==> config.mk <==
export PLATFORM = sky130hd
export DESIGN_NAME = imm_gen_pipe
export DESIGN_NICKNAME = d
export VERILOG_FILES = /design/src/rtl/imm_pkg.sv /design/src/rtl/imm_extract.sv /design/src/rtl/imm_gen_pipe.sv
export SDC_FILE = /design/constraint.sdc
export NUM_CORES = 1
export LEC_CHECK = 0
export ABC_CLOCK_PERIOD_IN_PS = 1700
export CAP_MARGIN = 40
export CORE_ASPECT_RATIO = 1.2
export CORE_MARGIN = 4
export CORE_UTILIZATION = 40
export CTS_BUF_LIST = sky130_fd_sc_hd__clkbuf_16
export CTS_CLUSTER_SIZE = 10
export DETAILED_ROUTE_END_ITERATION = 10
export PLACE_DENSITY = 0.61
export SYNTH_ARGS = -nofsm -noshare
export SYNTH_HDL_FRONTEND = slang
export SYNTH_SLANG_ARGS = --single-unit
==> constraint.sdc <==
create_clock -name clk -period 1.7 [get_ports clk]
set_input_delay 0.34 -clock clk [delete_from_list [all_inputs] [get_ports clk]]
set_output_delay 0.34 -clock clk [all_outputs]
set_load 0.01 [all_outputs]
==> src/rtl/imm_pkg.sv <==
// Shared constants for the pipelined immediate generator: format codes,
// RV base opcodes used by the auto-select decoder, and skid buffer states.
// Optional feature macro: IMM_GEN_ZIMM_EN (CSR zimm format).
package imm_pkg;

   // Format codes, shared by imm_sel and imm_fmt
   localparam logic [2:0] IMM_I   = 3'd0;
   localparam logic [2:0] IMM_S   = 3'd1;
   localparam logic [2:0] IMM_B   = 3'd2;
   localparam logic [2:0] IMM_U   = 3'd3;
   localparam logic [2:0] IMM_J   = 3'd4;
   localparam logic [2:0] IMM_Z   = 3'd5;
   // Code reported when the opcode decoder finds no immediate format
   localparam logic [2:0] IMM_BAD = 3'd7;

   // Opcodes recognised by the auto-select decoder
   localparam logic [6:0] OP_IMM    = 7'b0010011;
   localparam logic [6:0] OP_LOAD   = 7'b0000011;
   localparam logic [6:0] OP_JALR   = 7'b1100111;
   localparam logic [6:0] OP_IMM32  = 7'b0011011;
   localparam logic [6:0] OP_STORE  = 7'b0100011;
   localparam logic [6:0] OP_BRANCH = 7'b1100011;
   localparam logic [6:0] OP_LUI    = 7'b0110111;
   localparam logic [6:0] OP_AUIPC  = 7'b0010111;
   localparam logic [6:0] OP_JAL    = 7'b1101111;
   localparam logic [6:0] OP_SYSTEM = 7'b1110011;

   // Skid buffer occupancy
   typedef enum logic [1:0] {
      BUF_EMPTY = 2'd0,
      BUF_ONE   = 2'd1,
      BUF_FULL  = 2'd2
   } buf_state_e;

endpackage

==> src/rtl/imm_extract.sv <==
// Combinational immediate extraction: instruction bits + format code ->
// sign-extended XLEN immediate, echoed format code and illegal flag.
// Optional feature macro: IMM_GEN_ZIMM_EN (format 5 yields zero-extended zimm).
module imm_extract
   import imm_pkg::*;
#(
   parameter int XLEN = 32
) (
   input  logic [31:7]     inst,
   input  logic [2:0]      fmt,
   output logic [XLEN-1:0] imm,
   output logic [2:0]      fmt_out,
   output logic            illegal
);

   logic w_s;

   assign w_s     = inst[31];
   assign fmt_out = fmt;

   // Field scatter/gather per format; illegal formats produce a zero immediate
   always_comb begin
      imm     = '0;
      illegal = 1'b0;
      case (fmt)
         IMM_I: imm = {{(XLEN-11){w_s}}, inst[30:20]};
         IMM_S: imm = {{(XLEN-11){w_s}}, inst[30:25], inst[11:7]};
         IMM_B: imm = {{(XLEN-12){w_s}}, inst[7], inst[30:25], inst[11:8], 1'b0};
         IMM_U: imm = {{(XLEN-31){w_s}}, inst[30:12], 12'b0};
         IMM_J: imm = {{(XLEN-20){w_s}}, inst[19:12], inst[20], inst[30:21], 1'b0};
`ifdef IMM_GEN_ZIMM_EN
         IMM_Z: imm = {{(XLEN-5){1'b0}}, inst[19:15]};
`else
         IMM_Z: illegal = 1'b1;
`endif
         default: illegal = 1'b1;
      endcase
   end

endmodule

==> src/rtl/imm_gen_pipe.sv <==
// Pipelined immediate generator: format select (from imm_sel or decoded
// from the opcode), extraction, and a registered 2-entry skid buffer.
// Handshake: a transfer happens on a rising edge where valid and ready are
// both high; valid never waits on ready, and in_ready depends only on the
// registered buffer state (no combinational path from out_ready).
// Optional feature macro: IMM_GEN_ZIMM_EN (CSR zimm format / SYSTEM opcode).
module imm_gen_pipe
   import imm_pkg::*;
#(
   parameter int XLEN            = 32,
   parameter bit SEL_FROM_OPCODE = 1'b0
) (
   input  logic            clk,
   input  logic            rst_n,
   input  logic            in_valid,
   output logic            in_ready,
   input  logic [31:0]     inst,
   input  logic [2:0]      imm_sel,
   output logic            out_valid,
   input  logic            out_ready,
   output logic [XLEN-1:0] imm_out,
   output logic [2:0]      imm_fmt,
   output logic            imm_illegal,
   output buf_state_e      dbg_state
);

   buf_state_e r_state;
   buf_state_e w_state_nxt;

   logic [2:0]      w_op_fmt;
   logic [2:0]      w_fmt;
   logic [XLEN-1:0] w_ext_imm;
   logic [2:0]      w_ext_fmt;
   logic            w_ext_ill;

   logic            w_push;
   logic            w_pop;
   logic            w_ld_head_in;
   logic            w_ld_head_tail;
   logic            w_ld_tail;

   logic [XLEN-1:0] r_head_imm;
   logic [2:0]      r_head_fmt;
   logic            r_head_ill;
   logic [XLEN-1:0] r_tail_imm;
   logic [2:0]      r_tail_fmt;
   logic            r_tail_ill;

   // Opcode to format decode used when the format is not supplied externally
   always_comb begin
      w_op_fmt = IMM_BAD;
      case (inst[6:0])
         OP_IMM, OP_LOAD, OP_JALR, OP_IMM32: w_op_fmt = IMM_I;
         OP_STORE:                           w_op_fmt = IMM_S;
         OP_BRANCH:                          w_op_fmt = IMM_B;
         OP_LUI, OP_AUIPC:                   w_op_fmt = IMM_U;
         OP_JAL:                             w_op_fmt = IMM_J;
`ifdef IMM_GEN_ZIMM_EN
         OP_SYSTEM:                          w_op_fmt = IMM_Z;
`else
         OP_SYSTEM:                          w_op_fmt = IMM_I;
`endif
         default:                            w_op_fmt = IMM_BAD;
      endcase
   end

   assign w_fmt = SEL_FROM_OPCODE ? w_op_fmt : imm_sel;

   imm_extract #(
      .XLEN (XLEN)
   ) u_extract (
      .inst    (inst[31:7]),
      .fmt     (w_fmt),
      .imm     (w_ext_imm),
      .fmt_out (w_ext_fmt),
      .illegal (w_ext_ill)
   );

   assign in_ready  = (r_state != BUF_FULL);
   assign out_valid = (r_state != BUF_EMPTY);
   assign w_push    = in_valid & in_ready;
   assign w_pop     = out_valid & out_ready;
   assign dbg_state = r_state;

   // Buffer state register
   always_ff @(posedge clk or negedge rst_n) begin
      if (!rst_n) r_state <= BUF_EMPTY;
      else        r_state <= w_state_nxt;
   end

   // Next state and entry-load strobes
   always_comb begin
      w_state_nxt    = r_state;
      w_ld_head_in   = 1'b0;
      w_ld_head_tail = 1'b0;
      w_ld_tail      = 1'b0;
      case (r_state)
         BUF_EMPTY: begin
            if (w_push) begin
               w_state_nxt  = BUF_ONE;
               w_ld_head_in = 1'b1;
            end
         end
         BUF_ONE: begin
            if (w_push && w_pop) begin
               w_ld_head_in = 1'b1;
            end else if (w_push) begin
               w_state_nxt = BUF_FULL;
               w_ld_tail   = 1'b1;
            end else if (w_pop) begin
               w_state_nxt = BUF_EMPTY;
            end
         end
         BUF_FULL: begin
            if (w_pop) begin
               w_state_nxt    = BUF_ONE;
               w_ld_head_tail = 1'b1;
            end
         end
         default: w_state_nxt = BUF_EMPTY;
      endcase
   end

   // Head/tail entry storage; head is what the consumer sees
   always_ff @(posedge clk or negedge rst_n) begin
      if (!rst_n) begin
         r_head_imm <= '0;
         r_head_fmt <= '0;
         r_head_ill <= 1'b0;
         r_tail_imm <= '0;
         r_tail_fmt <= '0;
         r_tail_ill <= 1'b0;
      end else begin
         if (w_ld_head_in) begin
            r_head_imm <= w_ext_imm;
            r_head_fmt <= w_ext_fmt;
            r_head_ill <= w_ext_ill;
         end else if (w_ld_head_tail) begin
            r_head_imm <= r_tail_imm;
            r_head_fmt <= r_tail_fmt;
            r_head_ill <= r_tail_ill;
         end
         if (w_ld_tail) begin
            r_tail_imm <= w_ext_imm;
            r_tail_fmt <= w_ext_fmt;
            r_tail_ill <= w_ext_ill;
         end
      end
   end

   assign imm_out     = r_head_imm;
   assign imm_fmt     = r_head_fmt;
   assign imm_illegal = r_head_ill;

endmodule

==> flow_summary.json, run 1 <==
{
  "dr.pass1.iters": 4,
  "cp.depth": 2,
  "power_frac_seq": 0.405,
  "antenna_found_initial": 0,
  "swShare": 0.2805,
  "grt_pass1_wl_um": 15000,
  "yosys.area_share.simple": 0.1981,
  "tns_ps": 0,
  "seq_area_sq_um": 1852,
  "cts-buffers-inserted": 9,
  "coreArea_sq_um": 9129,
  "reg2regPathDepth": 5,
  "fin_crit_sh": 0.9579,
  "combPwrFrac": 0.277,
  "yosysTopAreaCell": "dfrtp_1",
  "root_buffer": "clkbuf_16",
  "max_freq_mhz": 614.1,
  "cp_max_fo": 5,
  "multiInputGateArea_sq_um": 1693,
  "via_count": 3038,
  "cp_cell_sequence": "or2_2 -> dlygate4sd2_1",
  "wl_per_cell_um": 15.87,
  "p_switching_mw": 1.736,
  "cpPeakStageDelay_ps": 400,
  "filler_cell_count": 837,
  "clock_path_buffers": 2,
  "num_io_pins": 79,
  "hold_path.class": "reg -> reg",
  "portBuffers": 71,
  "clk_pin_slew_ps": 60,
  "netlist_instances": 371,
  "fin_cells": 576,
  "ys.flop_type": "dfrtp_1",
  "critPathCaptureType": "output pin",
  "gr-usage-all-layers": 0.1785,
  "synth_area_sq_um": 3765,
  "drtIter0Drc": 104,
  "synth_fp_nets": 410,
  "synth_edf_count": 0,
  "tightestPinTransition_ps": 409.3,
  "path_class": "reg -> out",
  "max-cap-violations": 0,
  "p_total_mw": 6.187,
  "finalMaxSlewViolations": 0,
  "power_density_nw_per_um2": 1210,
  "drc": 0,
  "insertedDiodeCount": 0,
  "skew_ps": 7.572,
  "ant_nets": 0,
  "p_int_mw": 4.451,
  "p_leak_nw": 2.290,
  "die-height_um": 114.3,
  "final-hold-violation-count": 0,
  "grt_overflow_total": 0,
  "synth_top_family_by_area": "simple AND/OR/NAND/NOR gates",
  "slew_headroom": 0.7259,
  "rows": 38,
  "status": "complete, no violations",
  "clkLatencyLatePin_ps": 330,
  "cts_tree": "yes",
  "synth.top_cell.area_share": 0.4919,
  "path_buf_inv": 1,
  "htreeDepth": 3,
  "synthAdderAreaFrac": 0.002991,
  "drive_gt1_frac": 0.1338,
  "die_area_sq_um": 11040,
  "nets": 490,
  "area_growth_pct": 35.86,
  "synth_compound_area_frac": 0.1529,
  "start_util": 0.4124,
  "worst-endpoint-arrival_ps": 1290,
  "setup_ws_ps": 71.53,
  "ir_worst_vdd_uv": 809.7,
  "routed_wl_um": 9141,
  "async_flop_share": 1.000,
  "yosys_warnings": 0,
  "ys_seq_elements": 74,
  "cp.required_ps": 1360,
  "fp.dieW_um": 96.57,
  "grt_max_degree": 49,
  "dp_slack_ps": -289.1,
  "synthTopCellsByCount": "74 x dfrtp_1, 62 x nand2_1, 31 x o21ai_1",
  "post-route-min-period_ps": 1628,
  "timing.critical_path.from_type": "flip-flop",
  "synth.area.mux_share": 0.08342,
  "dpl.hpwl_um": 6470,
  "setup_viol": 0,
  "finish.utilization": 0.5603,
  "ys_seq_area_frac": 0.4919,
  "worstHoldPathCells": 2,
  "globalplace.congestion": 0.7811,
  "synth_area_leaders": "dfrtp_1 49%, mux2i_1 7.4%, nand2_1 6.2%",
  "dpl.cell_count": 558,
  "p_clk_frac": 0.318,
  "grt_pass1_vias": 3003,
  "yosysUniqueCellTypes": 33,
  "synth_xor_area_frac": 0,
  "synth_most_common_cell": "dfrtp_1",
  "slowest_stage": "dfrtp_1",
  "clock_sinks": 74,
  "crit_family": "flip-flops",
  "viasPerCell": 5.274,
  "avgSynthCellArea_sq_um": 10.15
}
## registers in the layout (all words and copies together) (netlist names)
| signal | flops |
|---|---|
| dbg_state | 2 |
| imm_fmt | 3 |
| r_tail_imm | 32 |
| r_tail_ill | 1 |
| imm_out | 32 |
| imm_illegal | 1 |
| r_tail_fmt | 3 |
## metal layers
metal  vias to the layer above  share of wire  GRT usage
li1                       1483              -          -
met1                      1483           0.44     0.2378
met2                        63           0.50     0.2790
met3                         9          0.040    0.02893
met4                         0          0.019    0.08980
met5                         -              0          0
## worst reg2reg max path, stage by stage (launching register included)
cell and delay [ps]:
dfrtp_1 400, buf_4 150, nor2b_2 170, nand2b_2 210
buf_4 210, o221ai_1 220
## through the flow
step | hold slack (ps) | cell area [sq um]
6_report | 480.2 | 5115
5_1_grt | 497.8 | 5115
4_1_cts | 486.1 | 5091
3_5_place_dp | 297.9 | 4766
3_3_place_gp | 289.9 | 4766
2_1_floorplan | 44.41 | 3765
## cell usage in the layout (no fill, tap or decap), drive strengths merged, types with 2 or more instances in the layout
| master | synthesis | final |
|---|---|---|
| nor3b | 5 | 5 |
| a21oi | 2 | 2 |
| dlygate4sd2 | 0 | 3 |
| clkbuf | 16 | 9 |
| mux2 | 3 | 3 |
| nand2b | 20 | 20 |
| bufinv | 0 | 2 |
| o21ai | 35 | 35 |
| nor4bb | 17 | 17 |
| dfrtp | 74 | 74 |
| nand2 | 62 | 62 |
| clkinvlp | 0 | 2 |
| mux2i | 28 | 28 |
| clkdlybuf4s50 | 0 | 67 |
| o22a | 11 | 11 |
| and4b | 8 | 8 |
| a211oi | 8 | 8 |
| inv | 21 | 23 |
| o221ai | 20 | 20 |
| nor2b | 3 | 3 |
| nor3 | 7 | 7 |
| a31oi | 3 | 3 |
| buf | 19 | 33 |
## final timing paths
| check | endpoint | slack (ps) | from |
|---|---|---|---|
| setup / recovery | out_valid | 70 | dbg_state[0]$_DFFE_PN0P_ |
| hold / removal | r_tail_ill$_DFFE_PN0P_ | 480 | r_tail_ill$_DFFE_PN0P_ |
| setup reg to reg | imm_out[19]$_DFFE_PN0P_ | 250 | dbg_state[0]$_DFFE_PN0P_ |
| hold reg to reg | r_tail_ill$_DFFE_PN0P_ | 480 | r_tail_ill$_DFFE_PN0P_ |
| max in group asynchronous | imm_out[8]$_DFFE_PN0P_ | 690 | rst_n |
| min in group asynchronous | r_tail_imm[20]$_DFFE_PN0P_ | 490 | rst_n |
## cell type report
| type | instances | share of cell area |
|---|---|---|
| Clock inverter | 7 | 0.01688 |
| Inverter | 21 | 0.01541 |
| Timing Repair Buffer | 104 | 0.2013 |
| Multi-Input combinational cell | 241 | 0.3310 |
| Clock buffer | 9 | 0.04403 |
| Sequential cell | 74 | 0.3620 |
| Tap cell | 120 | 0.02935 |
## power by group through the flow
stage / registers, mW / logic, mW / clock network, mW
floorplan: 2.60 / 0.775 / 0
global placement: 2.53 / 1.69 / 0
detailed placement: 2.54 / 1.73 / 0
CTS: 2.51 / 1.74 / 2.01
global route: 2.56 / 1.90 / 2.09
finish: 2.50 / 1.71 / 1.97
## cells by family after synthesis
| logic type | after synthesis |
|---|---|
| multiplexers | 31 |
| flip-flops | 74 |
| AO/OA/AOI/OAI | 81 |
| AND/OR/NAND/NOR | 128 |
| adder cells (fa/ha/maj) | 1 |
| buffers and inverters | 56 |
## timing repair
item                                   4_1_cts  5_1_grt
gates resized for setup                      3        5
endpoints found under the hold margin       26        0
hold buffers                                 1        0
setup buffers                                1        0
setup endpoints to repair                    3        3
(Power assumes the default switching activity.)
==> run 2: changes to the inputs <==
==> constraint.sdc (replaced) <==
create_clock -name clk -period 1.7 [get_ports clk]
set_input_delay 0.34 -clock clk [delete_from_list [all_inputs] [get_ports clk]]
set_output_delay 0.34 -clock clk [all_outputs]
set_load 0.005 [all_outputs]
==> flow_summary.json, run 2 (synthesized netlist as in run 1, its figures left out) <==
{
  "start_util": 0.4124,
  "clock_path_buffers": 2,
  "insertedDiodeCount": 0,
  "rows": 38,
  "fin_hold_ws_ps": 480.2,
  "globalplace.congestion": 0.7811,
  "status": "complete, no violations",
  "path_class": "reg -> out",
  "power_frac_seq": 0.411,
  "slew_headroom": 0.7259,
  "htreeDepth": 3,
  "fp.dieW_um": 96.57,
  "swShare": 0.2701,
  "grt_pass1_wl_um": 15000,
  "gr-usage-all-layers": 0.1785,
  "post-route-min-period_ps": 1622,
  "clock_sinks": 74,
  "dr.pass1.iters": 4,
  "hold_path.class": "reg -> reg",
  "worst-endpoint-arrival_ps": 1280,
  "dpl.hpwl_um": 6470,
  "tns_ps": 0,
  "setup_viol": 0,
  "combPwrFrac": 0.266,
  "tightestPinTransition_ps": 409.3,
  "cts-buffers-inserted": 9,
  "drtIter0Drc": 104,
  "finalMaxSlewViolations": 0,
  "p_clk_frac": 0.323,
  "root_buffer": "clkbuf_16",
  "fin_cells": 576,
  "nets": 490,
  "skew_ps": 7.572,
  "grt_pass1_vias": 3001,
  "p_int_mw": 4.450,
  "clkLatencyLatePin_ps": 330,
  "mostFrequentLayoutCells": "74 x dfrtp_1, 67 x clkdlybuf4s50_1, 62 x nand2_1",
  "die_area_sq_um": 11040,
  "portBuffers": 71,
  "finish.utilization": 0.5607,
  "timing.critical_path.from_type": "flip-flop",
  "clk_pin_slew_ps": 60,
  "grt_overflow_total": 0,
  "dpl.cell_count": 558,
  "viasPerCell": 5.274,
  "grt_max_degree": 49,
  "cp.required_ps": 1360,
  "wl_per_cell_um": 15.87,
  "via_count": 3038,
  "cts_tree": "yes",
  "cp_max_fo": 5,
  "ant_nets": 0,
  "routed_wl_um": 9141,
  "p_switching_mw": 1.647,
  "drc": 0,
  "p_leak_nw": 2.291,
  "critPathCaptureType": "output pin",
  "fin_crit_sh": 0.9539,
  "design_area_sq_um": 5119,
  "area_growth_pct": 35.96,
  "num_io_pins": 79,
  "final-hold-violation-count": 0,
  "final_common_cell": "dfrtp_1",
  "power_density_nw_per_um2": 1191,
  "die-height_um": 114.3,
  "max_freq_mhz": 616.6,
  "coreArea_sq_um": 9129,
  "ir_worst_vdd_uv": 807.8,
  "dpl-instance-area_sq_um": 4766,
  "antenna_found_initial": 0,
  "max-cap-violations": 0,
  "drive_gt1_frac": 0.1338
}
## run 2: power groups by stage
stage	clock [mW]	combinational [mW]	sequential, mW
after floorplan	0	0.773	2.52
after global placement	0	1.60	2.53
after detailed placement	0	1.64	2.54
after CTS	2.01	1.65	2.51
after global routing	2.09	1.81	2.56
final	1.97	1.62	2.51
## run 2: cell type report
class,instances,area [sq um]
fillers,837,4010
flip-flops and latches,74,1852
multi-input cells,241,1693
repair buffers,104,1033
clock buffers,9,225.2
well taps,120,150.1
clock inverters,7,86.33
inverters,21,78.83
## run 2: path summary, 6_finish.rpt
kind | slack (ps) | start | to | depth (start not counted)
setup / recovery | 80 | dbg_state[0]$_DFFE_PN0P_ | out_valid | 2
hold / removal | 480 | r_tail_ill$_DFFE_PN0P_ | r_tail_ill$_DFFE_PN0P_ | 2
setup reg to reg | 230 | dbg_state[0]$_DFFE_PN0P_ | imm_out[19]$_DFFE_PN0P_ | 5
hold reg to reg | 480 | r_tail_ill$_DFFE_PN0P_ | r_tail_ill$_DFFE_PN0P_ | 2
max in group asynchronous | 690 | rst_n | imm_out[8]$_DFFE_PN0P_ | 3
min in group asynchronous | 490 | rst_n | r_tail_imm[20]$_DFFE_PN0P_ | 2
## run 2: repair_timing
| item | 4_1_cts | 5_1_grt |
|---|---|---|
| endpoints found under the setup margin | 3 | 3 |
| hold buffers | 1 | 0 |
| hold endpoints to repair | 26 | 0 |
| setup buffers | 1 | 0 |
| resized for setup | 4 | 5 |
| pin swaps | 0 | 0 |
| gates cloned | 0 | 0 |
## run 2: layer usage
layer  wire, um  global-route usage  vias up
met1       4057              0.2378     1482
li1           -                   -     1484
met3        368             0.02893        9
met5          0                   0        -
met4        177             0.08980        0
met2       4537              0.2790       63
## run 2: through the flow
step | setup WS, ps | power, mW
floorplan | 311.9 | 3.290
global placement | -212.8 | 4.128
detailed placement | -289.1 | 4.177
CTS | 50.10 | 6.170
global route | -5.512 | 6.461
finish | 78.30 | 6.097
## run 2: worst max-delay path: stages (launching register included)
cell and delay (ps):
dfrtp_1 410, or2_2 280, dlygate4sd2_1 260
==> run 3: changes to the inputs <==
--- a/config.mk
+++ b/config.mk
@@ -6,4 +6,5 @@
 export NUM_CORES = 1
 export LEC_CHECK = 0
+export ABC_AREA = 1
 export ABC_CLOCK_PERIOD_IN_PS = 1700
 export CAP_MARGIN = 40
==> constraint.sdc (replaced) <==
create_clock -name clk -period 1.7 [get_ports clk]
set_input_delay 0.34 -clock clk [delete_from_list [all_inputs] [get_ports clk]]
set_output_delay 0.34 -clock clk [all_outputs]
set_load 0.01 [all_outputs]
==> flow_summary.json, run 3 <==
{
  "insertedDiodeCount": 0,
  "synth_area_sq_um": 3667,
  "filler_cell_count": 862,
  "netlist_instances": 491,
  "drive_gt1_frac": 0.1062,
  "grt_max_degree": 75,
  "async_flop_share": 1.000,
  "root_buffer": "clkbuf_16",
  "clock_sinks": 74,
  "design_area_sq_um": 4981,
  "num_io_pins": 79,
  "dpl.cell_count": 687,
  "crit_family": "buffers and inverters",
  "fin_crit_sh": 0.9568,
  "path_buf_inv": 1,
  "skew_ps": 5.929,
  "grt_overflow_total": 0,
  "yosysTopAreaCell": "dfrtp_1",
  "power_density_nw_per_um2": 1264,
  "avgSynthCellArea_sq_um": 7.469,
  "portBuffers": 71,
  "max-cap-violations": 0,
  "ant_nets": 0,
  "post-route-min-period_ps": 1627,
  "routed_wl_um": 9345,
  "dr.pass1.iters": 4,
  "ys_seq_area_frac": 0.5049,
  "cp_cell_sequence": "clkdlybuf4s50_1",
  "synth_most_common_cell": "nand2_1",
  "hold_path.class": "in -> async",
  "rows": 38,
  "htreeDepth": 3,
  "tns_ps": 0,
  "synth.top_cell.area_share": 0.5049,
  "die-height_um": 112.9,
  "ys.flop_type": "dfrtp_1",
  "slowest_stage": "clkdlybuf4s50_1",
  "clk_pin_slew_ps": 60,
  "final_common_cell": "nand2_1",
  "cp_max_fo": 5,
  "grt_pass1_vias": 3342,
  "synth_edf_count": 0,
  "cts-buffers-inserted": 9,
  "yosys_warnings": 0,
  "p_leak_nw": 2.442,
  "viasPerCell": 4.773,
  "multiInputGateArea_sq_um": 1534,
  "antenna_found_initial": 0,
  "clkLatencyLatePin_ps": 330,
  "tightestPinTransition_ps": 391.2,
  "cts_tree": "yes",
  "critPathCaptureType": "output pin",
  "dpl.hpwl_um": 6516,
  "cpPeakStageDelay_ps": 550,
  "worst-endpoint-arrival_ps": 1290,
  "area_growth_pct": 35.82,
  "via_count": 3360,
  "synth_fp_nets": 530,
  "max_freq_mhz": 614.8,
  "rsz0062_at_grt": "no",
  "path_class": "reg -> out",
  "globalplace.congestion": 0.7986,
  "dpl-instance-area_sq_um": 4718,
  "synthTopCellsByCount": "183 x nand2_1, 74 x dfrtp_1, 55 x nor2_1",
  "clock_path_buffers": 2,
  "cp.required_ps": 1360,
  "die_area_sq_um": 10770,
  "wl_per_cell_um": 13.27,
  "status": "complete, no violations",
  "drc": 0,
  "final-hold-violation-count": 0,
  "setup_viol": 0,
  "mostFrequentLayoutCells": "183 x nand2_1, 73 x dfrtp_1, 68 x clkdlybuf4s50_1",
  "yosysUniqueCellTypes": 21,
  "r2r_slack_ps": 320,
  "seq_area_sq_um": 1853,
  "coreArea_sq_um": 8986,
  "p_total_mw": 6.297,
  "start_util": 0.4081,
  "ys_seq_elements": 74,
  "slew_headroom": 0.7392,
  "drtIter0Drc": 219,
  "timing.critical_path.from_type": "flip-flop",
  "nets": 618,
  "finalMaxSlewViolations": 0,
  "ir_worst_vdd_uv": 570.1,
  "fin_cells": 704,
  "synth_area_leaders": "dfrtp_1 50%, nand2_1 19%, nor2_1 5.6%",
  "fp.dieW_um": 95.41,
  "gr-usage-all-layers": 0.1860,
  "grt_pass1_wl_um": 15830
}
-- run 3: changes by cell type after synthesis, sizes merged, moves of 10 or more --
cell and change:
nor4bb -17, inv +14, nor2 +57, nand4 +14
o221ai -20, nand3 +35, clkbuf -10, mux2i -28
nand2b -20, o22a -11, nand2 +126
-- run 3: metal layers --
| metal | vias up | part of all wire | GRT usage |
|---|---|---|---|
| met5 | - | 0 | 0 |
| met4 | 0 | 0.012 | 0.05503 |
| met3 | 10 | 0.042 | 0.04322 |
| met2 | 75 | 0.48 | 0.3003 |
| met1 | 1531 | 0.46 | 0.2486 |
| li1 | 1744 | - | - |
-- run 3: layout make-up --
type,count,share of cell area
timing repair buffer,105,0.2125
clock buffer,9,0.04521
tap,120,0.03014
inverter,35,0.02638
sequential,74,0.3720
clock inverter,7,0.005777
multi-input combinational,354,0.3080
-- run 3: cells by family after synthesis --
family | after synthesis | share of synthesized area
AO/OA/AOI/OAI | 59 | 0.08598
buffers and inverters | 63 | 0.07744
flip-flops | 74 | 0.5049
AND/OR/NAND/NOR | 295 | 0.3316
-- run 3: final timing paths --
kind | start | to | cells past startpoint
setup / recovery | dbg_state[0]$_DFFE_PN0P_ | dbg_state[0] | 1
max in group asynchronous | rst_n | dbg_state[0]$_DFFE_PN0P_ | 2
min in group clk | imm_out[8]$_DFFE_PN0P_ | imm_out[8]$_DFFE_PN0P_ | 2
hold / removal | rst_n | imm_out[15]$_DFFE_PN0P_ | 2
setup reg to reg | dbg_state[1]$_DFFE_PN0P_ | imm_out[18]$_DFFE_PN0P_ | 8
hold reg to reg | imm_out[8]$_DFFE_PN0P_ | imm_out[8]$_DFFE_PN0P_ | 2
-- run 3: report_power, final --
part / switching (mW) / internal [mW]
clock network: 0.675 / 0.955
registers: 0.277 / 2.33
logic: 1.00 / 1.05
-- run 3: repair_timing --
action / CTS / global route
pin swaps: 0 / 0
setup buffers: 1 / 0
hold buffers: 0 / 0
setup endpoints to repair: 2 / 1
gates resized for setup: 3 / 1
-- run 3: through the flow --
step                setup slack [ps]  utilization  hold WS, ps
finish                         73.37       0.5543        37.22
global route                   2.652       0.5543        78.87
CTS                            23.63       0.5542        53.00
detailed placement            -179.0       0.5251        406.7
global placement              -151.0       0.5251        405.2
floorplan                      342.1            -        44.41
